==> config.mk <==
export PLATFORM = sky130hd
export DESIGN_NAME = fp_mul_norm_round
export DESIGN_NICKNAME = d
export VERILOG_FILES = /design/src/rtl/fp_mul_pkg.sv /design/src/rtl/fp_mul_norm_round_inc.sv /design/src/rtl/fp_mul_norm_round.sv
export SDC_FILE = /design/constraint.sdc
export NUM_CORES = 1
export LEC_CHECK = 0
export ABC_AREA = 1
export CELL_PAD_IN_SITES_DETAIL_PLACEMENT = 1
export CELL_PAD_IN_SITES_GLOBAL_PLACEMENT = 1
export CORE_UTILIZATION = 35
export DETAILED_ROUTE_END_ITERATION = 8
export PLACE_DENSITY_LB_ADDON = 0.1
export REMOVE_ABC_BUFFERS = 1
export SYNTH_ARGS = -nofsm -noshare
export SYNTH_HDL_FRONTEND = slang
export SYNTH_HIERARCHICAL = 1
export SYNTH_SLANG_ARGS = --single-unit
==> constraint.sdc <==
create_clock -name CLK -period 2.45 [get_ports CLK]
set_input_delay 0.3675 -clock CLK [delete_from_list [all_inputs] [get_ports CLK]]
set_output_delay 0.3675 -clock CLK [all_outputs]
set_load 0.01 [all_outputs]
==> src/rtl/fp_mul_pkg.sv <==
// Shared types and constants for the FP32 multiplier post-normalise stage.
// Operand classes, special encodings and flag bit positions.
package fp_mul_pkg;

  typedef enum logic [1:0] {
    CLS_NORMAL = 2'd0,
    CLS_ZERO   = 2'd1,
    CLS_INF    = 2'd2,
    CLS_NAN    = 2'd3
  } cls_e;

  localparam logic [31:0] FP32_QNAN = 32'h7FC0_0000;
  localparam int FP32_BIAS = 127;
  localparam int EXP_MAX   = 255;

  localparam int FLG_INV = 3;
  localparam int FLG_OVF = 2;
  localparam int FLG_UNF = 1;
  localparam int FLG_INX = 0;

  typedef struct packed {
    logic        sign;
    cls_e        cls;
    logic [22:0] frac;
    logic        g;
    logic        s;
  } norm_t;

endpackage

==> src/rtl/fp_mul_norm_round_inc.sv <==
// Significand rounding increment for the FP32 multiplier.
// FP_MUL_RNE_EN selects round-to-nearest-even; otherwise truncate.
module fp_round_inc (
  input  logic [22:0] frac,
  input  logic        g,
  input  logic        s,
  output logic        carry,
  output logic [22:0] frac_out
);

`ifdef FP_MUL_RNE_EN
  logic inc;

  assign inc = g & (s | frac[0]);
  assign {carry, frac_out} = {1'b0, frac} + 24'(inc);
`else
  logic unused_gs;

  assign unused_gs = g ^ s;
  assign carry     = 1'b0;
  assign frac_out  = frac;
`endif

endmodule

==> src/rtl/fp_mul_norm_round.sv <==
// FP32 multiply normalise/round/pack, 2-stage valid/ready pipeline.
// Rounding mode set by FP_MUL_RNE_EN (see fp_round_inc).
module fp_mul_norm_round
  import fp_mul_pkg::*;
#(
  parameter int EXP_W = 10,
  parameter int BIAS  = FP32_BIAS
) (
  input  logic                    CLK,
  input  logic                    RST,
  input  logic                    in_valid,
  output logic                    in_ready,
  input  logic                    in_sign,
  input  logic signed [EXP_W-1:0] in_exp,
  input  logic [47:0]             in_mant,
  input  logic [1:0]              in_cls,
  output logic                    out_valid,
  input  logic                    out_ready,
  output logic [31:0]             out_result,
  output logic [3:0]              out_flags
);

  localparam int EW = EXP_W + 1;
  localparam int EMAX =
    (BIAS == FP32_BIAS) ? EXP_MAX : 2 * BIAS + 1;
  localparam logic signed [EW-1:0] EMAX_E = EW'(EMAX);

  logic adv1, adv2;
  logic s1_valid, s2_valid;

  norm_t                 n1, s1;
  logic signed [EW-1:0]  n1_exp, s1_exp;

  logic                  carry;
  logic [22:0]           r_frac;
  logic signed [EW-1:0]  r_exp;
  logic [31:0]           res;
  logic [3:0]            flg;

  assign adv2      = !s2_valid | out_ready;
  assign adv1      = !s1_valid | adv2;
  assign in_ready  = adv1;
  assign out_valid = s2_valid;

  // normalise: pick leading-one position, split frac/guard/sticky
  always_comb begin
    n1      = '0;
    n1.sign = in_sign;
    n1.cls  = cls_e'(in_cls);
    n1_exp  = {in_exp[EXP_W-1], in_exp};
    if (in_mant[47]) begin
      n1.frac = in_mant[46:24];
      n1.g    = in_mant[23];
      n1.s    = |in_mant[22:0];
      n1_exp  = {in_exp[EXP_W-1], in_exp} + EW'(1);
    end else begin
      n1.frac = in_mant[45:23];
      n1.g    = in_mant[22];
      n1.s    = |in_mant[21:0];
    end
  end

  // stage 1 register: normalised beat
  always_ff @(posedge CLK or negedge RST) begin
    if (!RST) begin
      s1_valid <= 1'b0;
      s1       <= '0;
      s1_exp   <= '0;
    end else if (adv1) begin
      s1_valid <= in_valid;
      if (in_valid) begin
        s1     <= n1;
        s1_exp <= n1_exp;
      end
    end
  end

  fp_round_inc u_round (
    .frac     (s1.frac),
    .g        (s1.g),
    .s        (s1.s),
    .carry    (carry),
    .frac_out (r_frac)
  );

  assign r_exp = s1_exp + EW'(carry);

  // round/pack with specials first, then range checks
  always_comb begin
    res = {s1.sign, r_exp[7:0], r_frac};
    flg = '0;
    unique case (s1.cls)
      CLS_NAN: begin
        res          = FP32_QNAN;
        flg[FLG_INV] = 1'b1;
      end
      CLS_INF:  res = {s1.sign, 8'hFF, 23'h0};
      CLS_ZERO: res = {s1.sign, 31'h0};
      CLS_NORMAL: begin
        if (r_exp >= EMAX_E) begin
          res          = {s1.sign, 8'hFF, 23'h0};
          flg[FLG_OVF] = 1'b1;
          flg[FLG_INX] = 1'b1;
        end else if (r_exp[EW-1] || r_exp == '0) begin
          res          = {s1.sign, 31'h0};
          flg[FLG_UNF] = 1'b1;
          flg[FLG_INX] = 1'b1;
        end else begin
          flg[FLG_INX] = s1.g | s1.s;
        end
      end
      default: res = FP32_QNAN;
    endcase
  end

  // stage 2 register: packed result held under backpressure
  always_ff @(posedge CLK or negedge RST) begin
    if (!RST) begin
      s2_valid   <= 1'b0;
      out_result <= '0;
      out_flags  <= '0;
    end else if (adv2) begin
      s2_valid <= s1_valid;
      if (s1_valid) begin
        out_result <= res;
        out_flags  <= flg;
      end
    end
  end

endmodule

# Word level (Yosys, flattened, before mapping)
# Index checks and enable logic that the tools add are counted.
# classes
addsub	1
magnitude_cmp	1
eq_ne	3
mux	12
n_bitwise	3
n_reduce_logical	9
# op_table
op	count
one-hot mux 32 bit (4 select lines)	1
2-to-1 mux 31 bit	2
2-to-1 mux 25 bit	1
OR reduction 23 bit	1
OR reduction 22 bit	1
adder 10 x 2 -> 11 bit (second input constant)	1
greater-or-equal comparator 11 x 9 -> 1 bit (second input constant)	1
logical NOT 11 bit	1
2-to-1 mux 11 bit	1
2-to-1 mux 1 bit	6
equality test 2 bit (second input constant)	2
AND reduction 2 bit	2
2-to-1 mux 3 bit	1
OR 1 bit	3
equality test 2 x 1 -> 1 bit (second input constant)	1
logical NOT 1 bit	2
logical NOT 2 bit	1
logical OR 1 bit	1
# word_totals
register_bits	77
in_bits	65
output_inout_bits	38
word_cells	39

# Logic depth before layout (Yosys ltp)
# Gate-level depths: netlist (run 1).
# logic_depth
ltp_word	5
depth_mapped	16
ltp_nobuf	14

# By module
# The synthesis (run 1) kept the hierarchy.
# modules_own_cells
mod	n_inst	cells_per_inst	area_per_inst_um2	seq_area_each_um2
fp_mul_norm_round	1	504	3870.0	1926.8
fp_round_inc	1	25	183.9	0.0

# Worst setup path after synthesis (run 1)
# No wires, ideal clock.
# synth_path
path_type	flip-flop to flip-flop
start	register s1_exp[0]
end	register out_result[0]
setup_time_ps	118
arrival_time_ps	1579
t_required_ps	2332
path_slack_ps	753
stages_incl_launch_ff	10
n_path_buf	1
period_less_slack_ps	1697
path_cell_list	dfrtp_1 -> ha_1 -> o21bai_1 -> nor3_1 -> nand3_2 -> nand2_2 -> inv_2 -> buf_6 -> nand4_1 -> nand2_1
# synth_via
elab_chain_cells	5
word_cells_on_any_way	6
classes_between	1 x order compare; 3 x mux; 2 x reduce/logical
# synth_rtl
element	line_no	source
from (decl)	fp_mul_norm_round.sv:32	logic signed [EW-1:0] n1_exp, s1_exp;
from (signal assigned)	fp_mul_norm_round.sv:73	s1_exp <= n1_exp;
parallel branches: the longest is 3 deep, another holds greater-or-equal comparator 11 x 9 -> 1 bit	-	
2-to-1 mux 31 bit (*)	fp_mul_norm_round.sv:100	if (r_exp >= EMAX_E) begin
one-hot mux 32 bit (4 select lines) (*)	fp_mul_norm_round.sv:92	unique case (s1.cls)
to (signal assigned)	fp_mul_norm_round.sv:125	out_result <= res;
to (decl)	fp_mul_norm_round.sv:19	output logic [31:0] out_result,
# Mark *: on every way between the ends.
# A chain may end at the register's enable or synchronous reset.

# Final worst setup path (run 1)
# Ends and elaborated chain as after synthesis.

==> metrics.md, run 1 <==
| Metric | Value |
|---|---|
| Worst-path maximum fanout | `24` |
| Synthesis-to-layout area growth | `31.7%` |
| Post-synthesis mux area share | `0` |
| Via/cell ratio | `slightly below 5` |
| Number of global-route vias before repair | `~3.8k` |
| Synth top area share | `0.475` |
| Final Skew | `0.00674 ns` |
| Synth unique cells | `32` |
| Gp weighted congestion | `0.761` |
| Initial DRC Count | `roughly 150` |
| Most common cell in the netlist | `nand2_1` |
| Post-synth EDFFs | `0` |
| Crit end category | `flop` |
| XOR/XNOR share of the synthesized area | `0.00648` |
| Nets | `670` |
| Flop and latch count out of synthesis | `77` |
| Synth Cell Area | `around 0.0041 sq mm` |
| FMAX | `between 500 and 600 MHz` |
| Total congestion overflow | `0` |
| Max Root-Sink Buffers | `2` |
| Via count | `roughly 3.7k` |
| WS Path Type | `flop to flop` |
| Worst-Skew Late Latency | `0.33 ns` |
| H-tree Lvls | `3` |
| Routed wire per std cell | `14.9 um` |
| Row Count | `38` |
| Pre-antenna DRT Iters | `4` |
| Adder-Cell Fraction of Synth Area | `0.00926` |
| Largest net degree at the start of global routing | `50` |
| Dpl cell area | `0.00504 sq mm` |
| Clock power share | `0.322` |
| Layout cells sized above 1 | `0.0593` |
| Post-synthesis sequential area ratio | `0.475` |
| Worst-path clk slew | `around 0.060 ns` |
| Critical Path Source Type | `flop` |
| HP Class | `flop to flop` |
| Avg Synthesized Cell Area | `7.66 sq um` |
| WL final | `11.2 mm` |
| Critical Path AT | `between 2 and 2.5 ns` |
| Final period utilization | `0.812` |
| Dominant cells by area after synthesis | `dfrtp_1 48%, nand2_1 19%, buf_4 4.8%` |
| Max-slew headroom | `0.557` |
| Worst-Margin Slew | `between 0.6 and 0.7 ns` |
| DRC | `0` |
| Final Slew Violations | `0` |
| DIE WIDTH | `approximately 110 um` |
| Largest family of logic cells by synthesized area | `simple AND/OR/NAND/NOR gates` |
| CTS sink cnt | `77` |
| Ys flop type | `dfrtp_1` |
| First-pass GRT wire length | `18.5 mm` |
| I/O Pins | `between 100 and 150` |
| Antenna viol nets, final | `0` |
| Filler Cells Inserted | `about 1.4k` |
| PD cells | `about 770 mW/mm^2` |
| Full die area | `between 0.01 and 0.015 sq mm` |
| Initial Utilization | `0.366` |
| Minimum clock period | `1.99 ns` |
| DP HPWL | `a little under 8 mm` |
| Antenna diode count | `0` |
| Max Cap Viol | `0` |
| Design area | `~0.0053 sq mm` |
| Die boundary height | `110 um` |
| CTS Buf Count | `9` |
| Post-place setup slack | `roughly 0.33 ns` |
| R2R setup slack | `approximately 0.46 ns` |
| Core region area | `0.0111 sq mm` |
| Switch share | `0.314` |
| Logic pwr share | `0.275` |
| Worst Path Required | `2.66 ns` |
| PnR worst setup slack | `between 0.4 and 0.5 ns` |
| Outcome | `completed` |
| IO Port Bufs | `slightly above 100` |
| Setup violators final | `0` |
| Int Pwr | `~2.8 mW` |
| Initial antenna violation count | `0` |
| Synth Instances | `529` |
| VDD IR max | `between 0.0003 and 0.0004 V` |
| Ys Warns | `6` |
| Total negative slack | `0 ns` |
| Fin. Hold Viols | `0` |
| TritonCTS clock tree | `yes` |
| Aggregate global-route resource usage | `0.201` |
| Ys async rst share | `1.00` |
| Flop pwr share | `0.403` |
| CTS root buffer | `clkbuf_16` |
| Complex-gate fraction of the synthesized area | `0.0731` |
| Commonest cells post-synth | `201 x nand2_1, 77 x dfrtp_1, 47 x nor2_1` |
| P_sw | `around 1.3 mW` |
| Synth Area in Simple Gates | `0.332` |
| Pleak | `roughly 2.5 nW` |
| Post-synth top area cell | `dfrtp_1` |
| RSZ-0062 raised after global routing | `false` |
[registers in the layout, indices dropped and copies added, names as in the netlist]
| name | count |
|---|---|
| out_flags | 4 |
| s1_valid | 1 |
| out_result | 32 |
| s1_exp | 11 |
| out_valid | 1 |
| s1 | 28 |
[critical path, cell delays in order, from the launching register on]
cell and delay [ns]:
dfrtp_1 0.40, ha_1 0.35, o21bai_1 0.17, nor3_1 0.22
nand3_2 0.18, nand2_2 0.12, inv_2 0.19, nand4_1 0.14
nand2_1 0.09
[placed cells by master (no fill, tap or decap)]
master           Yosys  routed
a211oi_1             1       1
a21oi_1              4       4
a31oi_1             25      25
a41oi_1              1       1
buf_12               0       3
buf_4               26       5
bufinv_16            0       1
clkbuf_1            13       1
clkbuf_16            0       9
clkdlybuf4s50_1      0     101
clkinv_1             2       2
clkinv_2             0       2
clkinv_4             0       1
clkinvlp_4           0       2
conb_1               1       1
dfrtp_1             77      77
dlygate4sd3_1        0       1
ha_1                 3       3
inv_1               27      26
inv_2                2       3
nand2_1            201     201
nand2_2              3       3
nand3_1             26      26
nand3_2              3       3
nand4_1             24      24
nor2_1              47      47
nor2_2               3       3
nor2_4               1       1
nor3_1               2       2
nor3b_1              1       1
nor4_1               6       6
o21ai_0             10      10
o21bai_1             2       2
o22ai_1              5       5
o31ai_1              1       1
xnor2_1              1       1
xor2_1               2       2
[timing repair]
action	CTS	global route
hold buffers	1	0
endpoints found under the hold margin	28	0
resized for setup	0	0
setup buffers	0	0
[routing by layer]
| metal | track usage | wire length (um) | vias up |
|---|---|---|---|
| li1 | - | - | 1844 |
| met1 | 0.272 | 5400 | 1755 |
| met2 | 0.323 | 5110 | 96 |
| met3 | 0.0332 | 484 | 14 |
| met4 | 0.0743 | 161 | 0 |
| met5 | 0 | 0 | - |
[layout make-up]
type	count	area (sq um)	share of cell area
tap	140	175	0.0328
clock inverter	6	63.8	0.0120
timing repair buffer	110	1120	0.210
multi-input combinational	373	1710	0.320
sequential	77	1930	0.361
clock buffer	10	229	0.0429
inverter	31	116	0.0218
[logic make-up (layout without fill, tap and decap cells)]
| group | after synthesis | in the layout |
|---|---|---|
| compound gates | 49 | 49 |
| xor+xnor | 3 | 3 |
| fa+ha+maj | 3 | 3 |
| buf+inv | 79 | 157 |
| flops | 77 | 77 |
| other cells | 1 | 1 |
| simple gates | 317 | 317 |
[power groups by stage]
stage               combinational [mW]  sequential [mW]  clock (mW)
finish                            1.13             1.66        1.33
global route                      1.27             1.70        1.41
CTS                               1.15             1.66        1.35
detailed placement                1.14             1.68           0
global placement                  1.12             1.67           0
floorplan                        0.479             1.71           0
[worst paths after layout]
check                                 end           start  depth (start not counted)
min in group asynchronous  out_result[23]             RST                          2
setup / recovery            out_result[0]       s1_exp[0]                          8
setup reg to reg            out_result[0]       s1_exp[0]                          8
hold reg to reg            out_result[25]  out_result[25]                          2
hold / removal             out_result[25]  out_result[25]                          2
max in group asynchronous  out_result[20]             RST                          3
[through the flow]
step / utilization / total power, mW / instances / hold slack, ns
final: 0.482 / 4.12 / 747 / 0.479
after global routing: 0.482 / 4.38 / 747 / 0.498
after CTS: 0.482 / 4.17 / 747 / 0.484
after detailed placement: 0.455 / 2.83 / 730 / 0.336
after global placement: 0.455 / 2.79 / 730 / 0.331
after floorplan: - / 2.19 / 481 / 0.0719
Power figures use the tool's default switching activity.
==> run 2: changes to the inputs <==
--- a/config.mk
+++ b/config.mk
@@ -8,7 +8,7 @@
 export ABC_AREA = 1
 export CELL_PAD_IN_SITES_DETAIL_PLACEMENT = 1
 export CELL_PAD_IN_SITES_GLOBAL_PLACEMENT = 1
-export CORE_UTILIZATION = 35
+export CORE_UTILIZATION = 32
 export DETAILED_ROUTE_END_ITERATION = 8
 export PLACE_DENSITY_LB_ADDON = 0.1
 export REMOVE_ABC_BUFFERS = 1
==> constraint.sdc (replaced) <==
create_clock -name CLK -period 1.8 [get_ports CLK]
set_input_delay 0.27 -clock CLK [delete_from_list [all_inputs] [get_ports CLK]]
set_output_delay 0.27 -clock CLK [all_outputs]
set_load 0.01 [all_outputs]
==> metrics.md, run 2 (synthesis results as in run 1) <==
| Metric | Value |
|---|---|
| Worst R2R Start | `s1_exp[0]` |
| Initial Utilization | `0.333` |
| Crit-path most repeated cell | `clkdlybuf4s50_1` |
| Via/cell ratio | `between 4 and 5` |
| Most frequent cells in the layout | `201 x nand2_1, 101 x clkdlybuf4s50_1, 77 x dfrtp_1` |
| Worst Path Required | `around 1.5 ns` |
| IO Port Bufs | `slightly above 100` |
| Pre-antenna DRT Iters | `4` |
| Hold slack | `around 0.43 ns` |
| Outcome | `completed` |
| Final period utilization | `0.954` |
| H-tree Lvls | `3` |
| RSZ-0062 raised after global routing | `false` |
| Max Cap Viol | `0` |
| Gp weighted congestion | `0.781` |
| Max Root-Sink Buffers | `2` |
| Row Count | `40` |
| DRC | `0` |
| Critical Path Source Type | `primary input` |
| TritonCTS clock tree | `yes` |
| Initial DRC Count | `about 150` |
| Crit-path max cell delay | `around 0.57 ns` |
| Largest register FFs | `32` |
| First-pass GRT wire length | `~19 mm` |
| Fin. Hold Viols | `0` |
| Crit-path slowest cell | `clkdlybuf4s50_1` |
| Layout cells sized above 1 | `0.0968` |
| Aggregate global-route resource usage | `0.190` |
| Final Slew Violations | `0` |
| Critical Path AT | `1.45 ns` |
| Postcts setup bufs | `0` |
| Nets | `~690` |
| R2R setup slack | `0.09 ns` |
| CTS Buf Count | `9` |
| P_sw | `1.80 mW` |
| Antenna viol nets, final | `0` |
| Routed wire per std cell | `roughly 15 um` |
| Total congestion overflow | `0` |
| Reg2reg end | `out_result[25]` |
| Pleak | `2.65 nW` |
| Antenna diode count | `0` |
| Pwr Total | `between 5 and 6 mW` |
| Number of global-route vias before repair | `between 4k and 5k` |
| Crit path cell chain | `clkdlybuf4s50_1 > inv_1 > nand3_1 > clkdlybuf4s50_1` |
| Via count | `about 3.8k` |
| Worst r2r path cells | `11` |
| Crit end category | `output pin` |
| Synthesis-to-layout area growth | `39.0%` |
| Largest net degree at the start of global routing | `35` |
| Top Registers | `out_result: 32 flops, s1: 28 flops, s1_exp: 11 flops` |
| Core region area | `0.0122 sq mm` |
| DIE WIDTH | `around 110 um` |
| I/O Pins | `between 100 and 150` |
| FMAX | `roughly 580 MHz` |
| Switch share | `0.304` |
| Clock power share | `0.335` |
| Logic pwr share | `0.285` |
| Commonest non-fill, non-tap cell in the layout | `nand2_1` |
| Worst-path clk slew | `0.06 ns` |
| DP HPWL | `8.65 mm` |
| CTS root buffer | `clkbuf_16` |
| Flop pwr share | `0.379` |
| Post-place setup slack | `-0.225 ns` |
| Full die area | `about 0.013 sq mm` |
| PD cells | `~1100 mW/mm^2` |
| HP Class | `primary input to asynchronous set/reset pin` |
| Initial antenna violation count | `0` |
| VDD IR max | `0.000330 V` |
| Setup violators final | `0` |
| WL final | `roughly 12 mm` |
| Int Pwr | `just over 4 mW` |
| Worst-Skew Late Latency | `roughly 0.34 ns` |
| PnR worst setup slack | `0.0832 ns` |
| CTS sink cnt | `77` |
| Die boundary height | `between 100 and 150 um` |
| Largest register by flop count | `out_result` |
| WS Path Type | `primary input to output pin` |
| Minimum clock period | `approximately 1.7 ns` |
| Final Skew | `roughly 0.011 ns` |
| Worst-path maximum fanout | `3` |
run 2: worst max-delay path, delay by kind of cell:
family	cells	cell delay, ns
buffers and inverters	3	1.07
AND/OR/NAND/NOR	1	0.11
run 2: how the worst max path moves through the flow:
stage	startpoint	endpoint	depth (start not counted)
after floorplan	out_valid	s1_exp[9]	7
after global placement	in_mant[47]	s1_exp[9]	9
after detailed placement	in_mant[47]	s1_exp[9]	9
after CTS	s1_exp[0]	out_result[25]	11
after global routing	in_mant[47]	s1_exp[9]	9
final	out_ready	in_ready	4
run 2: repair_timing:
action | in CTS | in global routing
hold buffers | 1 | 0
pin swaps | 0 | 1
endpoints found under the hold margin | 29 | 0
gates resized for setup | 1 | 2
endpoints found under the setup margin | 3 | 24
run 2: area by class of cell:
cell class	count	area, sq um
clock buffers	10	239
clock inverters	5	85.1
fillers	1476	6530
inverters	31	119
multi-input cells	373	1710
flip-flops and latches	77	1930
well taps	168	210
repair buffers	134	1340
run 2: layer usage:
layer | share of wire | global-route usage | wire [um]
met1 | 0.47 | 0.254 | 5460
met2 | 0.47 | 0.311 | 5510
met3 | 0.047 | 0.0355 | 552
met4 | 0.011 | 0.0589 | 126
met5 | 0 | 0 | 0
run 2: power groups by stage:
| stage | Combinational, mW | Clock, mW | Sequential (mW) |
|---|---|---|---|
| after floorplan | 0.652 | 0 | 2.33 |
| after global placement | 1.67 | 0 | 2.26 |
| after detailed placement | 1.70 | 0 | 2.28 |
| after CTS | 1.71 | 2.03 | 2.25 |
| after global routing | 1.87 | 2.09 | 2.29 |
| final | 1.69 | 1.98 | 2.25 |
run 2: per-stage QoR:
stage,cell area (sq um),setup TNS [ns],std cells,utilization
after floorplan,3750,-16.44,481,-
after global placement,5290,-0.402,782,0.435
after detailed placement,5290,-0.516,782,0.435
after CTS,5630,0,798,0.463
after global routing,5630,0,798,0.463
final,5630,0,798,0.463
==> run 3: changes to the inputs <==
--- a/config.mk
+++ b/config.mk
@@ -8,8 +8,9 @@
 export ABC_AREA = 1
 export CELL_PAD_IN_SITES_DETAIL_PLACEMENT = 1
 export CELL_PAD_IN_SITES_GLOBAL_PLACEMENT = 1
-export CORE_UTILIZATION = 32
+export CORE_UTILIZATION = 35
 export DETAILED_ROUTE_END_ITERATION = 8
+export GPL_TIMING_DRIVEN = 0
 export PLACE_DENSITY_LB_ADDON = 0.1
 export REMOVE_ABC_BUFFERS = 1
 export SYNTH_ARGS = -nofsm -noshare
==> constraint.sdc (replaced) <==
create_clock -name CLK -period 1.6 [get_ports CLK]
set_input_delay 0.24 -clock CLK [delete_from_list [all_inputs] [get_ports CLK]]
set_output_delay 0.24 -clock CLK [all_outputs]
set_load 0.01 [all_outputs]
==> metrics.md, run 3 (synthesis results as in run 1) <==
| Metric | Value |
|---|---|
| Int Pwr | `roughly 4.5 mW` |
| Largest net degree at the start of global routing | `between 50 and 60` |
| Most frequent cells in the layout | `195 x nand2_1, 98 x clkdlybuf4s50_1, 74 x dfrtp_1` |
| Reg2reg end | `out_result[24]` |
| R2R setup slack | `-0.10 ns` |
| Row Count | `38` |
| Total congestion overflow | `0` |
| Worst-path maximum fanout | `3` |
| Via/cell ratio | `a little over 5` |
| CTS root buffer | `clkbuf_16` |
| TritonCTS clock tree | `yes` |
| DP HPWL | `approximately 7.5 mm` |
| Synthesis-to-layout area growth | `41.9%` |
| PD cells | `between 1000 and 1500 mW/mm^2` |
| Total negative slack | `-1.42 ns` |
| Gp weighted congestion | `approximately 0.75` |
| Crit end category | `flop` |
| Largest register FFs | `32` |
| Gr busiest metal | `met2` |
| Critical Path AT | `1.92 ns` |
| Nets | `between 600 and 700` |
| First-pass GRT wire length | `around 19 mm` |
| Worst-path clk slew | `roughly 0.06 ns` |
| Largest register by flop count | `out_result` |
| Minimum clock period | `between 1.5 and 2 ns` |
| GR Util met3 | `0.0344` |
| Met1 usage | `0.274` |
| Worst Path Required | `~1.8 ns` |
| Layout cells sized above 1 | `0.141` |
| WL final | `12.5 mm` |
| Final Skew | `~0.011 ns` |
| Pre-antenna DRT Iters | `4` |
| Via count | `3876` |
| Pleak | `~2.6 nW` |
| H-tree Lvls | `3` |
| P_sw | `between 2 and 2.5 mW` |
| Full die area | `~0.012 sq mm` |
| Logic pwr share | `0.311` |
| Critical Path Source Type | `flop` |
| Routed wire per std cell | `roughly 16 um` |
| Top Registers | `out_result: 32 flops, s1: 28 flops, s1_exp: 11 flops` |
| Number of global-route vias before repair | `approximately 3.8k` |
| Non-Filler Instances | `about 770` |
| Die boundary height | `between 100 and 150 um` |
| Final Util | `0.519` |
| Worst R2R Start | `s1_exp[0]` |
| Worst-Skew Late Latency | `between 0.3 and 0.4 ns` |
| IO Port Bufs | `slightly above 100` |
| Clock power share | `0.304` |
| I/O Pins | `a little over 100` |
| Antenna viol nets, final | `0` |
| CTS sink cnt | `77` |
| Max Root-Sink Buffers | `2` |
| RSZ-0062 raised after global routing | `true` |
| Post-place setup slack | `-2.39 ns` |
| FMAX | `between 500 and 600 MHz` |
| DRC | `0` |
| Outcome | `finished with violations` |
| Initial DRC Count | `roughly 120` |
| VDD IR max | `around 0.00052 V` |
| Switch share | `0.325` |
| Antenna diode count | `0` |
| Commonest non-fill, non-tap cell in the layout | `nand2_1` |
| HP Class | `primary input to asynchronous set/reset pin` |
| Final period utilization | `1.06` |
| Worst r2r path cells | `9` |
| Post-Place Cells | `slightly above 700` |
| Failing checks | `negative setup slack` |
| GR Layer Usage met2 | `0.353` |
| Core region area | `about 0.011 sq mm` |
| Hold slack | `0.363 ns` |
| WS Path Type | `flop to flop` |
| Initial Utilization | `0.366` |
| Max Cap Viol | `0` |
| Initial antenna violation count | `0` |
| CTS Buf Count | `9` |
| Flop pwr share | `0.385` |
| Setup violators final | `31` |
| Aggregate global-route resource usage | `0.207` |
| Fin. Hold Viols | `0` |
| PnR worst setup slack | `-0.101 ns` |
| Final Slew Violations | `0` |
| DIE WIDTH | `110 um` |
[run 3: worst max-delay path, stage by stage, from the launching register on]
cell      delay (ns)
dfrtp_1         0.41
ha_4            0.25
o21bai_4        0.16
nor3_2          0.17
nand3_2         0.16
buf_6           0.17
nand3_2         0.05
nand3_1         0.09
nand2_1         0.07
nand2_1         0.05
[run 3: worst max-delay path by stage]
| stage | slack (ns) | endpoint | start | depth (start not counted) |
|---|---|---|---|---|
| finish | -0.10 | out_result[24] | s1_exp[0] | 9 |
| global route | -0.21 | out_result[24] | s1_exp[0] | 9 |
| CTS | -0.1 | out_result[24] | s1_exp[0] | 9 |
| floorplan | -0.72 | s1_exp[9] | out_valid | 7 |
| global placement | -2.58 | out_result[10] | RST | 1 |
| detailed placement | -2.39 | s1_exp[9] | in_mant[47] | 9 |
[run 3: power by group through the flow]
stage | Clock, mW | Sequential (mW) | Combinational (mW)
finish | 2.01 | 2.54 | 2.06
global route | 2.13 | 2.59 | 2.26
CTS | 2.05 | 2.54 | 1.89
detailed placement | 0 | 2.57 | 1.72
global placement | 0 | 2.55 | 1.67
floorplan | 0 | 2.63 | 0.733
[run 3: area by class of cell]
class,instances,area [sq um]
Multi-Input combinational cell,376,1930
Timing Repair Buffer,125,1270
Timing Repair inverter,1,7.51
Clock buffer,9,225
Fill cell,1336,5330
Tap cell,140,175
Sequential cell,77,1930
Inverter,31,148
Clock inverter,6,65.1
[run 3: metrics by stage]
stage	power [mW]	cell area [sq um]
after floorplan	3.36	3750
after global placement	4.22	4950
after detailed placement	4.29	5000
after CTS	6.48	5520
after global routing	6.98	5750
final	6.61	5750
[run 3: what timing repair did]
| action | 4_1_cts | 5_1_grt |
|---|---|---|
| setup buffers | 10 | 9 |
| hold endpoints to repair | 22 | 0 |
| endpoints found under the setup margin | 74 | 57 |
| resized for setup | 38 | 26 |
| gates cloned | 2 | 3 |
| pin swaps | 6 | 10 |
| hold buffers | 1 | 0 |
[run 3: layer usage]
layer  wire (um)  up-vias
met5           0        -
met4         144        0
met3         607       12
met2        6010      106
met1        5700     1860
li1            -     1898
